==> config.mk <==
export PLATFORM = sky130hd
export DESIGN_NAME = mc_ctrl
export DESIGN_NICKNAME = d
export VERILOG_FILES = /design/src/rtl/mc_ctrl.sv
export SDC_FILE = /design/constraint.sdc
export NUM_CORES = 1
export LEC_CHECK = 0
export BUFFER_PORTS_ARGS = -buffer_cell sky130_fd_sc_hd__buf_2
export CAP_MARGIN = 10
export CORE_UTILIZATION = 43
export CTS_BUF_LIST = sky130_fd_sc_hd__clkbuf_2 sky130_fd_sc_hd__clkbuf_4 sky130_fd_sc_hd__clkbuf_8
export DETAILED_ROUTE_END_ITERATION = 12
export PLACE_DENSITY = 0.81
export SYNTH_ARGS = -nofsm -noshare
export SYNTH_HDL_FRONTEND = slang
export SYNTH_SLANG_ARGS = --single-unit
==> constraint.sdc <==
create_clock -name clk -period 1.7 [get_ports clk]
set_clock_uncertainty 0.15 [all_clocks]
set_input_delay 0.17 -clock clk [delete_from_list [all_inputs] [get_ports clk]]
set_output_delay 0.17 -clock clk [all_outputs]
set_load 0.005 [all_outputs]
==> src/rtl/mc_ctrl.sv <==
// mc_ctrl -- multi-cycle MIPS control unit.
//
// A Moore FSM steps each instruction through FETCH/DECODE/EXE/MEM/WB and
// drives the datapath enables and selects. The only Mealy term is the beq
// PC load in EXE, which follows the ALU Zero flag.
//
// Optional multiply/divide support is compiled in when MC_CTRL_MULDIV_EN is
// defined. Without it, mult/div/mfhi/mflo decode as illegal (nop), the MD
// outputs are tied low and no busy counter exists.
//
// Handshake: md_start is a single-cycle issue pulse with no ready back from
// the MD unit. The controller tracks occupancy itself with a counter loaded
// to MD_CYCLES on issue. md_busy is high while that counter is nonzero, and
// MD instructions wait in MDWAIT until it drains.
//
// While reset is high every enable (PCWrite, IRWrite, MemWrite, RegWrite,
// md_start) and the illegal pulse are forced low. Asserting reset
// mid-instruction therefore commits nothing.

module mc_ctrl #(
  parameter int MD_CYCLES = 5,
  parameter int ALUOP_W   = 4
) (
  input  logic               clk,
  input  logic               reset,
  input  logic [5:0]         Op,
  input  logic [5:0]         Funct,
  input  logic               Zero,
  output logic               PCWrite,
  output logic               IRWrite,
  output logic               MemWrite,
  output logic               RegWrite,
  output logic [ALUOP_W-1:0] ALUOp,
  output logic [1:0]         EXTOp,
  output logic [2:0]         NPCOp,
  output logic               ALUSrc_Sel,
  output logic [1:0]         RegDst_Sel,
  output logic [1:0]         GRFWD_Sel,
  output logic               md_start,
  output logic [1:0]         md_op,
  output logic               md_busy,
  output logic               illegal,
  output logic [2:0]         state
);

  // FSM state encodings
  localparam logic [2:0] S_FETCH  = 3'd0;
  localparam logic [2:0] S_DECODE = 3'd1;
  localparam logic [2:0] S_EXE    = 3'd2;
  localparam logic [2:0] S_MEM    = 3'd3;
  localparam logic [2:0] S_WB     = 3'd4;
  localparam logic [2:0] S_MDWAIT = 3'd5;

  // Primary opcodes
  localparam logic [5:0] OP_RTYPE = 6'b000000;
  localparam logic [5:0] OP_J     = 6'b000010;
  localparam logic [5:0] OP_JAL   = 6'b000011;
  localparam logic [5:0] OP_BEQ   = 6'b000100;
  localparam logic [5:0] OP_ORI   = 6'b001101;
  localparam logic [5:0] OP_LUI   = 6'b001111;
  localparam logic [5:0] OP_LW    = 6'b100011;
  localparam logic [5:0] OP_SW    = 6'b101011;

  // R-type function codes
  localparam logic [5:0] FN_SLL  = 6'b000000;
  localparam logic [5:0] FN_JR   = 6'b001000;
  localparam logic [5:0] FN_ADD  = 6'b100000;
  localparam logic [5:0] FN_SUB  = 6'b100010;
`ifdef MC_CTRL_MULDIV_EN
  localparam logic [5:0] FN_MFHI = 6'b010000;
  localparam logic [5:0] FN_MFLO = 6'b010010;
  localparam logic [5:0] FN_MULT = 6'b011000;
  localparam logic [5:0] FN_DIV  = 6'b011010;
`endif

  // ALU operation codes
  localparam logic [ALUOP_W-1:0] ALU_ADD = ALUOP_W'(0);
  localparam logic [ALUOP_W-1:0] ALU_SUB = ALUOP_W'(1);
  localparam logic [ALUOP_W-1:0] ALU_OR  = ALUOP_W'(2);
  localparam logic [ALUOP_W-1:0] ALU_LUI = ALUOP_W'(3);
  localparam logic [ALUOP_W-1:0] ALU_SLL = ALUOP_W'(4);

  // Elaboration-time guard on the MD occupancy parameter
  if (MD_CYCLES < 1 || MD_CYCLES > 15) begin : g_md_cycles_range
    $error("mc_ctrl: MD_CYCLES must lie in 1..15");
  end

  logic [2:0] state_q;
  logic [2:0] state_d;

  // Raw (pre-reset-gating) controls
  logic               pcw_raw;
  logic               irw_raw;
  logic               mw_raw;
  logic               rw_raw;
  logic               ill_raw;
  logic               mds_raw;
  logic [1:0]         mdop_raw;
  logic [ALUOP_W-1:0] alu_raw;
  logic [1:0]         ext_raw;
  logic [2:0]         npc_raw;
  logic               src_raw;
  logic [1:0]         rd_raw;
  logic [1:0]         wd_raw;

  // Instruction decode
  logic is_r;
  logic is_add;
  logic is_sub;
  logic is_sll;
  logic is_jr;
  logic is_ori;
  logic is_lui;
  logic is_lw;
  logic is_sw;
  logic is_beq;
  logic is_j;
  logic is_jal;
  logic is_mult;
  logic is_div;
  logic is_mfhi;
  logic is_mflo;
  logic is_md_calc;
  logic is_md_move;
  logic is_r_alu;
  logic known;
  logic busy_i;

  assign is_r   = (Op == OP_RTYPE);
  assign is_add = is_r && (Funct == FN_ADD);
  assign is_sub = is_r && (Funct == FN_SUB);
  assign is_sll = is_r && (Funct == FN_SLL);
  assign is_jr  = is_r && (Funct == FN_JR);
  assign is_ori = (Op == OP_ORI);
  assign is_lui = (Op == OP_LUI);
  assign is_lw  = (Op == OP_LW);
  assign is_sw  = (Op == OP_SW);
  assign is_beq = (Op == OP_BEQ);
  assign is_j   = (Op == OP_J);
  assign is_jal = (Op == OP_JAL);

`ifdef MC_CTRL_MULDIV_EN
  assign is_mult = is_r && (Funct == FN_MULT);
  assign is_div  = is_r && (Funct == FN_DIV);
  assign is_mfhi = is_r && (Funct == FN_MFHI);
  assign is_mflo = is_r && (Funct == FN_MFLO);
`else
  assign is_mult = 1'b0;
  assign is_div  = 1'b0;
  assign is_mfhi = 1'b0;
  assign is_mflo = 1'b0;
`endif

  assign is_md_calc = is_mult || is_div;
  assign is_md_move = is_mfhi || is_mflo;
  assign is_r_alu   = is_add || is_sub || is_sll;
  assign known      = is_r_alu || is_jr || is_ori || is_lui || is_lw || is_sw ||
                      is_beq || is_j || is_jal || is_md_calc || is_md_move;

`ifdef MC_CTRL_MULDIV_EN
  logic [3:0] md_cnt;

  // MD occupancy counter: load on issue, then count down and hold at zero
  always_ff @(posedge clk) begin
    if (reset) begin
      md_cnt <= 4'd0;
    end else if (mds_raw) begin
      md_cnt <= 4'(MD_CYCLES);
    end else if (md_cnt != 4'd0) begin
      md_cnt <= md_cnt - 4'd1;
    end
  end

  assign busy_i = (md_cnt != 4'd0);
`else
  assign busy_i = 1'b0;
`endif

  // State register
  always_ff @(posedge clk) begin
    if (reset) begin
      state_q <= S_FETCH;
    end else begin
      state_q <= state_d;
    end
  end

  // Next-state and per-state control decode
  always_comb begin
    state_d  = S_FETCH;
    pcw_raw  = 1'b0;
    irw_raw  = 1'b0;
    mw_raw   = 1'b0;
    rw_raw   = 1'b0;
    ill_raw  = 1'b0;
    mds_raw  = 1'b0;
    mdop_raw = 2'b00;
    alu_raw  = ALU_ADD;
    ext_raw  = 2'b00;
    npc_raw  = 3'b000;
    src_raw  = 1'b0;
    rd_raw   = 2'b00;
    wd_raw   = 2'b00;
    case (state_q)
      S_FETCH: begin
        irw_raw = 1'b1;
        pcw_raw = 1'b1;
        state_d = S_DECODE;
      end
      S_DECODE: begin
        if (is_j) begin
          pcw_raw = 1'b1;
          npc_raw = 3'b010;
          state_d = S_FETCH;
        end else if (is_jal) begin
          state_d = S_WB;
        end else if (!known) begin
          ill_raw = 1'b1;
          state_d = S_FETCH;
        end else begin
          state_d = S_EXE;
        end
      end
      S_EXE: begin
        if (is_r_alu) begin
          alu_raw = is_sub ? ALU_SUB : (is_sll ? ALU_SLL : ALU_ADD);
          state_d = S_WB;
        end else if (is_ori) begin
          alu_raw = ALU_OR;
          src_raw = 1'b1;
          state_d = S_WB;
        end else if (is_lui) begin
          alu_raw = ALU_LUI;
          src_raw = 1'b1;
          state_d = S_WB;
        end else if (is_lw || is_sw) begin
          alu_raw = ALU_ADD;
          ext_raw = 2'b01;
          src_raw = 1'b1;
          state_d = S_MEM;
        end else if (is_beq) begin
          alu_raw = ALU_SUB;
          ext_raw = 2'b01;
          npc_raw = 3'b001;
          pcw_raw = Zero;
          state_d = S_FETCH;
        end else if (is_jr) begin
          npc_raw = 3'b011;
          pcw_raw = 1'b1;
          state_d = S_FETCH;
        end else if (is_md_calc) begin
          if (busy_i) begin
            state_d = S_MDWAIT;
          end else begin
            mds_raw  = 1'b1;
            mdop_raw = is_div ? 2'b01 : 2'b00;
            state_d  = S_FETCH;
          end
        end else if (is_md_move) begin
          state_d = busy_i ? S_MDWAIT : S_WB;
        end else begin
          state_d = S_FETCH;
        end
      end
      S_MEM: begin
        if (is_sw) begin
          mw_raw  = 1'b1;
          state_d = S_FETCH;
        end else if (is_lw) begin
          state_d = S_WB;
        end else begin
          state_d = S_FETCH;
        end
      end
      S_WB: begin
        state_d = S_FETCH;
        if (is_r_alu) begin
          rw_raw = 1'b1;
          rd_raw = 2'b01;
          wd_raw = 2'b00;
        end else if (is_ori || is_lui) begin
          rw_raw = 1'b1;
          rd_raw = 2'b00;
          wd_raw = 2'b00;
        end else if (is_lw) begin
          rw_raw = 1'b1;
          rd_raw = 2'b00;
          wd_raw = 2'b01;
        end else if (is_jal) begin
          rw_raw  = 1'b1;
          rd_raw  = 2'b10;
          wd_raw  = 2'b10;
          pcw_raw = 1'b1;
          npc_raw = 3'b010;
        end else if (is_md_move) begin
          rw_raw   = 1'b1;
          rd_raw   = 2'b01;
          wd_raw   = 2'b11;
          mdop_raw = is_mflo ? 2'b11 : 2'b10;
        end
      end
      S_MDWAIT: begin
        state_d = busy_i ? S_MDWAIT : S_EXE;
      end
      default: begin
        state_d = S_FETCH;
      end
    endcase
  end

  // Enables and pulses are suppressed for as long as reset is held
  assign PCWrite    = pcw_raw & ~reset;
  assign IRWrite    = irw_raw & ~reset;
  assign MemWrite   = mw_raw & ~reset;
  assign RegWrite   = rw_raw & ~reset;
  assign md_start   = mds_raw & ~reset;
  assign illegal    = ill_raw & ~reset;
  assign ALUOp      = alu_raw;
  assign EXTOp      = ext_raw;
  assign NPCOp      = npc_raw;
  assign ALUSrc_Sel = src_raw;
  assign RegDst_Sel = rd_raw;
  assign GRFWD_Sel  = wd_raw;
  assign md_op      = mdop_raw;
  assign md_busy    = busy_i;
  assign state      = state_q;

endmodule

# After elaboration in Yosys (flattened, before gate mapping)

Cells that the tools add are included.

Flip-flop bits (word level): 3
Input bits: 15
Output and inout port bits: 26
Word-level logic and storage cells: 114

Eq/ne operators: 15
Muxes and demuxes: 73
Bitwise logic cells: 6
Reduce and logical (&&, ||, !) cells: 19

Operator list:

| kind               | number |
|---|---|
| $mux 2             | 25 |
| $mux 1             | 34 |
| $mux 3             | 10 |
| $eq 6x6->1 const B | 4 |
| $eq 6x4->1 const B | 3 |
| $pmux 3 s5         | 1 |
| $eq 6x2->1 const B | 2 |
| $logic_not 6->1    | 2 |
| $logic_or 1x1->1   | 12 |
| $pmux 3 s3         | 1 |
| $eq 3x2->1 const B | 2 |
| $eq 3x3->1 const B | 2 |
| $eq 6x3->1 const B | 1 |
| $and 1x1->1        | 5 |
| $logic_and 1x1->1  | 4 |
| $mux 4             | 1 |
| $pmux 1 s4         | 1 |
| $eq 3x1->1 const B | 1 |
| $logic_not 3->1    | 1 |
| $not 1->1          | 1 |

# Depth between registers and ports, before layout

Gate-level depths: netlist of the first run.

Word-level depth: 17
Gate-level depth with buffers: 6
Depth with buffers taken out: 5

# Worst setup path after synthesis of the first run

No wires, ideal clock.

Path kind: input to output
Start: input Op[5]
End: output NPCOp[1]
Arrival: 1,204 ps
Data required time: 1,380 ps
Slack: 176 ps
Cell stages on the path: 4
Path buffers: 1
Path through: buf_6 -> or3_4 -> or2_1 -> o32ai_1

Word-level cells in the longest chain between the ends: 9
Elaborated cells between the ends (all ways): 28
Classes of those cells: eq/ne: 7; mux: 12; reduce/logical: 9

RTL lines:

| item              | line | text |
|---|---|---|
| from (decl)       | 26   | `input logic [5:0] Op,` |
| $logic_not 6->1   | 129  | `assign is_r = (Op == OP_RTYPE);` |
| $logic_and 1x1->1 | 133  | `assign is_jr = is_r && (Funct == FN_JR);` |
| $mux 2            | 247  | `end else if (is_jr) begin` |
| $mux 2            | 241  | `end else if (is_beq) begin` |
| $mux 2            | 236  | `end else if (is_lw \|\| is_sw) begin` |
| $mux 2            | 232  | `end else if (is_lui) begin` |
| $mux 2            | 228  | `end else if (is_ori) begin` |
| $mux 2            | 225  | `if (is_r_alu) begin` |
| $pmux 3 s3 *      | 204  | `case (state_q)` |
| to (decl)         | 35   | `output logic [2:0] NPCOp,` |

Mark *: on every way between the ends. The rest lies on a longest branch, timed or not.

# Final worst setup path of the first run

Start: register state_q[2] (netlist: state[2])
End: output PCWrite

Word-level cells in the longest chain between the ends: 3
Elaborated cells between the ends (all ways): 6
Classes of those cells: eq/ne: 3; mux: 1; bitwise: 1; reduce/logical: 1

RTL lines:

| item                               | line | text |
|---|---|---|
| from (decl)                        | 88   | `logic [2:0] state_q;` |
| from (signal assigned)             | 184  | `state_q <= state_d;` |
| $eq 3x3->1 (tied with other cells) | 204  |  |
| $pmux 1 s4 *                       | 204  |  |
| $and 1x1->1 *                      | 312  | `assign PCWrite = pcw_raw & ~reset;` |
| to (decl)                          | 29   | `output logic PCWrite,` |

Marks and branches as above.

==> results of run 1 <==
[Yosys cell counts, drive strengths merged, types with 2 or more instances]
library cell and count:
a21oi 2, and3 3, buf 11, clkbuf 2
dfxtp 3, inv 3, nand2 10, nand2b 2
nand3 5, nor2 14, nor2b 4, nor3 6
nor3b 2, nor4 4, o21ai 4, xnor2 2
[area by class of cell]
class | instances | area share (%)
multi-input combinational | 81 | 56.48
timing repair buffer | 47 | 29.65
sequential | 3 | 7.317
clock buffer | 4 | 3.081
tap | 15 | 1.926
inverter | 4 | 1.540
[metrics by stage]
step | std cells | setup slack (ps) | cell area, µm²
2_1_floorplan | 101 | 176.0 | 655.6
6_report | 154 | -49.09 | 974.7
3_5_place_dp | 146 | -54.92 | 815.8
5_1_grt | 154 | -139.0 | 974.7
3_3_place_gp | 146 | -47.39 | 815.8
4_1_cts | 154 | -2.407 | 922.1
[per-layer routing]
metal | vias up | GRT usage, % | part of all wire (%)
li1 | 414 | - | -
met1 | 361 | 29.55 | 43
met2 | 43 | 46.83 | 50
met3 | 2 | 3.889 | 7.0
met4 | 0 | 5.833 | 0.54
met5 | - | 0 | 0
[worst reg2reg max path: stages, from the launching register on]
cell	delay (ps)
dfxtp_4	380
buf_4	170
inv_1	70
nor2_1	50
a32oi_1	240
nor3_2	50
[timing repair]
action	in CTS	in global routing
buffers inserted	4	0
resized for setup	15	14
endpoints found under the setup margin	7	8
pin swaps	4	9
[worst paths after layout]
kind | startpoint | to | slack (ps) | cells after the start
max | state[2]$_SDFF_PP0_ | PCWrite | -50 | 5
min reg2reg | state[2]$_SDFF_PP0_ | state[0]$_SDFF_PP0_ | 460 | 3
min | reset | state[2]$_SDFF_PP0_ | 70 | 2
max reg2reg | state[1]$_SDFF_PP0_ | state[2]$_SDFF_PP0_ | 470 | 5
[report_power, final]
part           total [µW]  switching (µW)  leakage [µW]  internal, µW
logic                 125            63.6      0.000405          61.3
clock network         140            36.6     0.0000184           104
registers            77.9            7.77     0.0000266          70.1
total                 343             108      0.000450           235
[cells by family after synthesis]
kind of cell | count (synthesis) | share of synthesized area, %
mux | 1 | 1.581
simple gates | 56 | 50.20
other cells | 1 | 0.5923
xor+xnor | 2 | 2.767
buf+inv | 17 | 17.98
compound gates | 15 | 17.39
flops | 3 | 9.487
==> results.md, run 1 <==
- Status: finished with violations
- Failing checks: setup timing
- IO Count: 41
- Worst path cell trace: buf_4, o21ai_2, o211ai_1, o31ai_1, buf_2
- Synth top area cells: dfxtp_1 9.5%, buf_4 9.5%, nor2_1 8.3%
- RSZ-0062 raised after global routing: true
- Worst hold margin: 71.02 ps
- Root Buffer: clkbuf_4
- Detailed Place HPWL: 1361 µm
- Warnings from Yosys: 0
- Die area: 1630 µm²
- H-tree Lvls: 1
- Synth async-reset ratio: 0%
- Core area: 1334 µm²
- Cell count after synthesis: 95
- Most frequent cells in the layout: 30 x buf_2, 13 x buf_4, 10 x nor2_1
- Fin crit period: 1749 ps
- Fillers: 111
- Chip width: 40.37 µm
- Commonest non-fill, non-tap cell in the layout: buf_2
- Final worst-path cycle share: 102.9%
- Num CTS Buffers: 3
- CP Data Arrival Time: 1430 ps
- Layout cells sized above 1: 54.68%
- Synthesis-to-layout area growth: 53.95%
- CTS Sinks: 3
- Worst-case clock buffer depth: 2
- Total gr overflow: 0
- Cts-stage hold buffer count: 0
- Multi-input gate area in the final layout: 550.5 µm²
- Routability congestion estimate: 0.8525
- Power Density: 352.2 nW/µm²
- Post-DR vias/cell: 5.325
- ANT nets after route: 0
- Final WS setup: -49.09 ps
- Worst path slowest cell: dfxtp_4
- P_leak: 0.0004500 µW
- Slowest stage delay, CP: 370 ps
- CP Max Fanout: 8
- Post-Route WL: 1868 µm
- Fmax achieved: 0.5717 GHz
- Via Count: 820
- Worst-Skew Late Latency: 230 ps
- Cell Area, Synth: 633.1 µm²
- PortBufs: 33
- Max Cap Violations: 0
- Layout net count: 155
- Antenna Cells: 0
- Worst setup EP type: output pin
- Total global-route track usage: 25.23%
- First-pass GRT wire length: 2787 µm
- Number of flops mapped to enable cells by yosys: 0
- Final setup viols: 1
- Tot Pwr: 343.2 µW
- # DRC: 0
- Buf/Inv on CP: 2
- Wirelength per Cell: 12.13 µm
- Fin. Hold Viols: 0
- Worst EP required: 1380 ps
- Peak VDD IR: 0.1838 mV
- Area leader, netlist: dfxtp_1
- Vias in the first global route: 710
- Clk slew on worst S/H paths: 40 ps
- Avg Cell Area, Syn: 6.664 µm²
- Reg area: 71.32 µm²
- Die Y: 40.37 µm
- Synth top area share: 9.486%
- Worst Setup Start Kind: flip-flop
- Largest net degree at the start of global routing: 11
- Worst hold path type: in -> reg
- Yosys reg bits: 3
- Rows: 13
- Initial detailed-routing violation count: 21
- Starting Density: 47.47%
- Main flop type after synthesis: dfxtp_1
- Drt pass-1 iters: 5
- Family with the most delay on the worst path: compound AO/OA/AOI/OAI gates
- Initial antenna violation count: 0
- Setup_tns: -49.09 ps
- Final Max Tran Viols: 0
- Sequential area share after synthesis: 9.486%
- CTS tree: built
- Util after Layout: 73.08%
- Yosys cell types: 42
- WS Path Type: reg -> out
- Number of flip-flops in the largest register: 3
(Power assumes the default switching activity.)
==> inputs of run 2 (changes only) <==
- CORE_MARGIN: not set -> 2
- CORE_UTILIZATION: 43 -> 37
- PLACE_DENSITY: 0.81 -> 0.72
==> results.md, run 2 (synthesis gave the netlist of run 1 again) <==
- Status: finished with violations (unchanged)
- Failing checks: setup timing (unchanged)
- Layout net count: 150 (was 155)
- Num CTS Buffers: 3 (unchanged)
- Max Cap Violations: 0 (unchanged)
- Worst EP required: 1380 ps (about the same)
- ANT nets after route: 0 (unchanged)
- Peak VDD IR: 0.1660 mV (was 0.1838 mV)
- Commonest non-fill, non-tap cell in the layout: buf_2 (unchanged)
- Worst-Skew Late Latency: 240 ps (was 230 ps)
- Via Count: 889 (was 820)
- CP Data Arrival Time: 1400 ps (was 1430 ps)
- CP Max Fanout: 6 (was 8)
- Clk slew on worst S/H paths: 40 ps (about the same)
- Most frequent cells in the layout: 30 x buf_2, 10 x nor2_1, 9 x nand2_1 (was 30 x buf_2, 13 x buf_4, 10 x nor2_1)
- Number of flip-flops in the largest register: 3 (unchanged)
- Layout cells sized above 1: 55.97% (was 54.68%)
- Buf/Inv on CP: 2 (unchanged)
- Die Y: 45.37 µm (was 40.37 µm)
- Fin crit period: 1721 ps (was 1749 ps)
- Fillers: 135 (was 111)
- Initial detailed-routing violation count: 44 (was 21)
- Post-DR vias/cell: 5.927 (was 5.325)
- Largest net degree at the start of global routing: 12 (was 11)
- Worst path cell trace: buf_4, nand2_1, nor2_1, nand3_1, nor3b_2, buf_2 (was buf_4, o21ai_2, o211ai_1, o31ai_1, buf_2)
- Fmax achieved: 0.5810 GHz (was 0.5717 GHz)
- Initial antenna violation count: 0 (unchanged)
- Final worst-path cycle share: 101.2% (was 102.9%)
- Cts-stage hold buffer count: 0 (unchanged)
- Placed cell areas: 787.0 µm² (was 815.8 µm²)
- Worst path slowest cell: dfxtp_4 (unchanged)
- Antenna Cells: 0 (unchanged)
- H-tree Lvls: 1 (unchanged)
- Reg area: 68.82 µm² (was 71.32 µm²)
- RSZ-0062 raised after global routing: true (unchanged)
- Routability congestion estimate: 0.8206 (was 0.8525)
- Synthesis-to-layout area growth: 53.76% (was 53.95%)
- Core area: 1559 µm² (was 1334 µm²)
- Worst hold path type: in -> reg (unchanged)
- Die area: 2058 µm² (was 1630 µm²)
- Rows: 14 (was 13)
- Family with the most delay on the worst path: simple AND/OR/NAND/NOR gates (was compound AO/OA/AOI/OAI gates)
- Setup_tns: -46.18 ps (was -49.09 ps)
- IO Count: 41 (unchanged)
- Detailed Place HPWL: 1420 µm (was 1361 µm)
- Worst hold margin: 79.31 ps (was 71.02 ps)
- Worst Setup Start Kind: flip-flop (unchanged)
- Dpl ws: -74.82 ps (was -54.92 ps)
- Vias in the first global route: 729 (was 710)
- Slowest stage delay, CP: 390 ps (was 370 ps)
- Placed cell count: 143 (was 146)
- First-pass GRT wire length: 3098 µm (was 2787 µm)
- Final Max Tran Viols: 0 (unchanged)
- CTS Sinks: 3 (unchanged)
- CTS tree: built (unchanged)
- P_leak: 0.0004339 µW (was 0.0004500 µW)
- Worst setup EP type: output pin (unchanged)
- Post-Route WL: 2274 µm (was 1868 µm)
- Final WS setup: -21.25 ps (was -49.09 ps)
- Final instance area: 973.4 µm² (was 974.7 µm²)
- # DRC: 0 (unchanged)
- Worst-case clock buffer depth: 2 (unchanged)
- Starting Density: 40.61% (was 47.47%)
- Drt pass-1 iters: 5 (unchanged)
- Fin. Hold Viols: 0 (unchanged)
- Wirelength per Cell: 15.16 µm (was 12.13 µm)
- Total gr overflow: 0 (unchanged)
- Post-Layout Cell Count: 150 (was 154)
- Power Density: 369.3 nW/µm² (was 352.2 nW/µm²)
- Root Buffer: clkbuf_4 (unchanged)
- Multi-input gate area in the final layout: 580.6 µm² (was 550.5 µm²)
- PortBufs: 33 (unchanged)
- WS Path Type: reg -> out (unchanged)
- Total global-route track usage: 20.61% (was 25.23%)
- Final setup viols: 3 (was 1)
- Chip width: 45.37 µm (was 40.37 µm)
## run 2: power by group
group / internal [µW] / switching [µW] / total, µW
clock network: 104 / 42.3 / 147
logic: 61.1 / 74.6 / 136
registers: 71.4 / 5.93 / 77.3
## run 2: per-stage QoR
step | total power, µW | utilization [%]
2_1_floorplan | 148.1 | -
3_3_place_gp | 177.1 | 50.48
3_5_place_dp | 179.5 | 50.48
4_1_cts | 336.6 | 56.18
5_1_grt | 382.6 | 62.44
6_report | 359.5 | 62.44
## run 2: repair_timing
| item | 4_1_cts | 5_1_grt |
|---|---|---|
| resized for setup | 14 | 21 |
| setup buffers | 2 | 1 |
| pin swaps | 5 | 8 |
| endpoints found under the setup margin | 4 | 8 |
## run 2: worst paths after layout
check	startpoint	slack, ps	endpoint	cells after the start
setup / recovery	state[0]$_SDFF_PP0_	-20	illegal	6
hold / removal	reset	80	state[2]$_SDFF_PP0_	2
setup reg to reg	state[2]$_SDFF_PP0_	340	state[1]$_SDFF_PP0_	4
hold reg to reg	state[2]$_SDFF_PP0_	370	state[2]$_SDFF_PP0_	1
## run 2: area by class of cell
cell class,count,share of cell area (%)
Clock buffer,4,3.085
Inverter,4,1.542
Multi-Input combinational cell,81,59.64
Sequential cell,3,7.069
Tap cell,16,2.057
Timing Repair Buffer,42,26.61
## run 2: routing by layer
| metal | track usage, % | wire length, µm | vias to the layer above |
|---|---|---|---|
| met1 | 25.36 | 878 | 419 |
| li1 | - | - | 401 |
| met3 | 4.400 | 160 | 6 |
| met4 | 7.059 | 18 | 0 |
| met5 | 0 | 0 | - |
| met2 | 35.14 | 1216 | 63 |
==> inputs of run 3 (changes only) <==
- SKIP_LAST_GASP: not set -> 1
==> results.md, run 3 (synthesis gave the netlist of run 1 again) <==
- Starting Density: 40.61% (unchanged)
- IO Count: 41 (unchanged)
- Rows: 14 (unchanged)
- HP Start: reset (unchanged)
- Worst EP required: 1380 ps (about the same)
- Buf/Inv on CP: 2 (unchanged)
- Slowest stage delay, CP: 420 ps (was 390 ps)
- Initial antenna violation count: 0 (unchanged)
- Routability congestion estimate: 0.8206 (unchanged)
- Worst path slowest cell: or3_4 (was dfxtp_4)
- Power Density: 367.4 nW/µm² (was 369.3 nW/µm²)
- Core area: 1559 µm² (unchanged)
- Layout net count: 150 (unchanged)
- Fin crit period: 1744 ps (was 1721 ps)
- ANT nets after route: 0 (unchanged)
- Worst-Skew Late Latency: 240 ps (about the same)
- Crit. path cell count: 6 (unchanged)
- Failing checks: setup timing (unchanged)
- Worst R2R Setup Slack: 340 ps (about the same)
- Total global-route track usage: 20.61% (unchanged)
- PortBufs: 33 (unchanged)
- # DRC: 0 (unchanged)
- CTS Sinks: 3 (unchanged)
- Die Y: 45.37 µm (unchanged)
- Critical Path Sink: PCWrite (was illegal)
- P_leak: 0.0004325 µW (was 0.0004339 µW)
- Worst-case clock buffer depth: 2 (unchanged)
- Largest net degree at the start of global routing: 12 (unchanged)
- WS Path Type: in -> out (was reg -> out)
- Worst r2r src: state[2]$_SDFF_PP0_ (unchanged)
- Post-Route WL: 2208 µm (was 2274 µm)
- Num CTS Buffers: 3 (unchanged)
- Clk slew on worst S/H paths: 40 ps (about the same)
- Chip width: 45.37 µm (unchanged)
- CP Data Arrival Time: 1420 ps (was 1400 ps)
- Antenna Cells: 0 (unchanged)
- Vias in the first global route: 729 (unchanged)
- Cts-stage hold buffer count: 0 (unchanged)
- Root Buffer: clkbuf_4 (unchanged)
- Final WS setup: -44.22 ps (was -21.25 ps)
- H-tree Lvls: 1 (unchanged)
- Number of flip-flops in the largest register: 3 (unchanged)
- Total gr overflow: 0 (unchanged)
- Family with the most delay on the worst path: simple AND/OR/NAND/NOR gates (unchanged)
- Layout cells sized above 1: 55.97% (unchanged)
- Detailed Place HPWL: 1420 µm (unchanged)
- Peak VDD IR: 0.1632 mV (was 0.1660 mV)
- Fillers: 134 (was 135)
- Post-DR vias/cell: 5.607 (was 5.927)
- Worst path cell trace: buf_6, or3_4, nor3_4, o21ai_2, o31ai_2, buf_2 (was buf_4, nand2_1, nor2_1, nand3_1, nor3b_2, buf_2)
- Commonest non-fill, non-tap cell in the layout: buf_2 (unchanged)
- CTS tree: built (unchanged)
- Wirelength per Cell: 14.72 µm (was 15.16 µm)
- RSZ-0062 raised after global routing: true (unchanged)
- Fin. Hold Viols: 0 (unchanged)
- Worst Setup Start Kind: input port (was flip-flop)
- Worst hold margin: 79.87 ps (was 79.31 ps)
- Worst setup EP type: output pin (unchanged)
- Worst Reg2Reg Path Length in Cells: 4 (unchanged)
- Synthesis-to-layout area growth: 53.16% (was 53.76%)
- Worst hold path type: in -> reg (unchanged)
- First-pass GRT wire length: 3098 µm (unchanged)
- Max Cap Violations: 0 (unchanged)
- Crit path launch: Op[4] (was state[0]$_SDFF_PP0_)
- Setup_tns: -72.51 ps (was -46.18 ps)
- Reg-to-Reg End: state[1]$_SDFF_PP0_ (unchanged)
- Status: finished with violations (unchanged)
- Final Max Tran Viols: 0 (unchanged)
- CP Max Fanout: 4 (was 6)
- Most frequent cells in the layout: 30 x buf_2, 10 x nor2_1, 9 x nand2_1 (unchanged)
- Initial detailed-routing violation count: 55 (was 44)
- Via Count: 841 (was 889)
- Final worst-path cycle share: 102.6% (was 101.2%)
- Die area: 2058 µm² (unchanged)
- Drt pass-1 iters: 4 (was 5)
- Final setup viols: 3 (unchanged)
- Fmax achieved: 0.5733 GHz (was 0.5810 GHz)
==> run 3: cell counts in the layout (fill, tap and decap cells not counted) <==
Identical to the previous run, type by type.
==> run 3: worst min path at each step <==
stage                          end  slack [ps]  cells past startpoint
2_1_floorplan  state[2]$_SDFF_PP0_         200                      2
3_3_place_gp   state[0]$_SDFF_PP0_         320                      2
3_5_place_dp   state[0]$_SDFF_PP0_         320                      2
4_1_cts        state[2]$_SDFF_PP0_          70                      2
5_1_grt        state[2]$_SDFF_PP0_          80                      2
6_report       state[2]$_SDFF_PP0_          80                      2
==> run 3: timing repair <==
item,CTS,global route
resized for setup,14,20
pin swaps,5,8
endpoints found under the setup margin,4,8
buffers inserted,2,1
==> run 3: final cells by class <==
cell class              count  area (µm²)  area share, %
multi-input cells          81       580.6          59.87
repair buffers             42       255.2          26.32
flip-flops and latches      3       68.82          7.097
clock buffers               4       30.03          3.097
well taps                  16       20.02          2.065
inverters                   4       15.01          1.548
==> run 3: layer usage <==
metal  track usage, %  part of all wire [%]  vias up  wire length (µm)
met5                0                     0        -                 0
met3            4.400                   7.6        6               167
li1                 -                     -      400                 -
met2            35.14                    53       62              1171
met1            25.36                    39      373               853
met4            7.059                  0.72        0                16
==> run 3: report_power, final <==
part / internal (µW) / total (µW) / leakage, µW / switching, µW
Clock: 104 / 144 / 0.0000184 / 40.2
Combinational: 60.2 / 135 / 0.000388 / 74.4
Sequential: 71.4 / 77.4 / 0.0000263 / 5.92
Total: 236 / 356 / 0.000433 / 121
==> run 3: stage by stage <==
stage	power [µW]	worst slack, ps	cells	utilization (%)	instance area, µm²
floorplan	148.1	176.0	101	-	655.6
global placement	177.1	-65.01	143	50.48	787.0
detailed placement	179.5	-74.82	143	50.48	787.0
CTS	336.6	-10.22	149	56.18	875.8
global route	381.3	-94.59	150	62.20	969.7
finish	356.3	-44.22	150	62.20	969.7
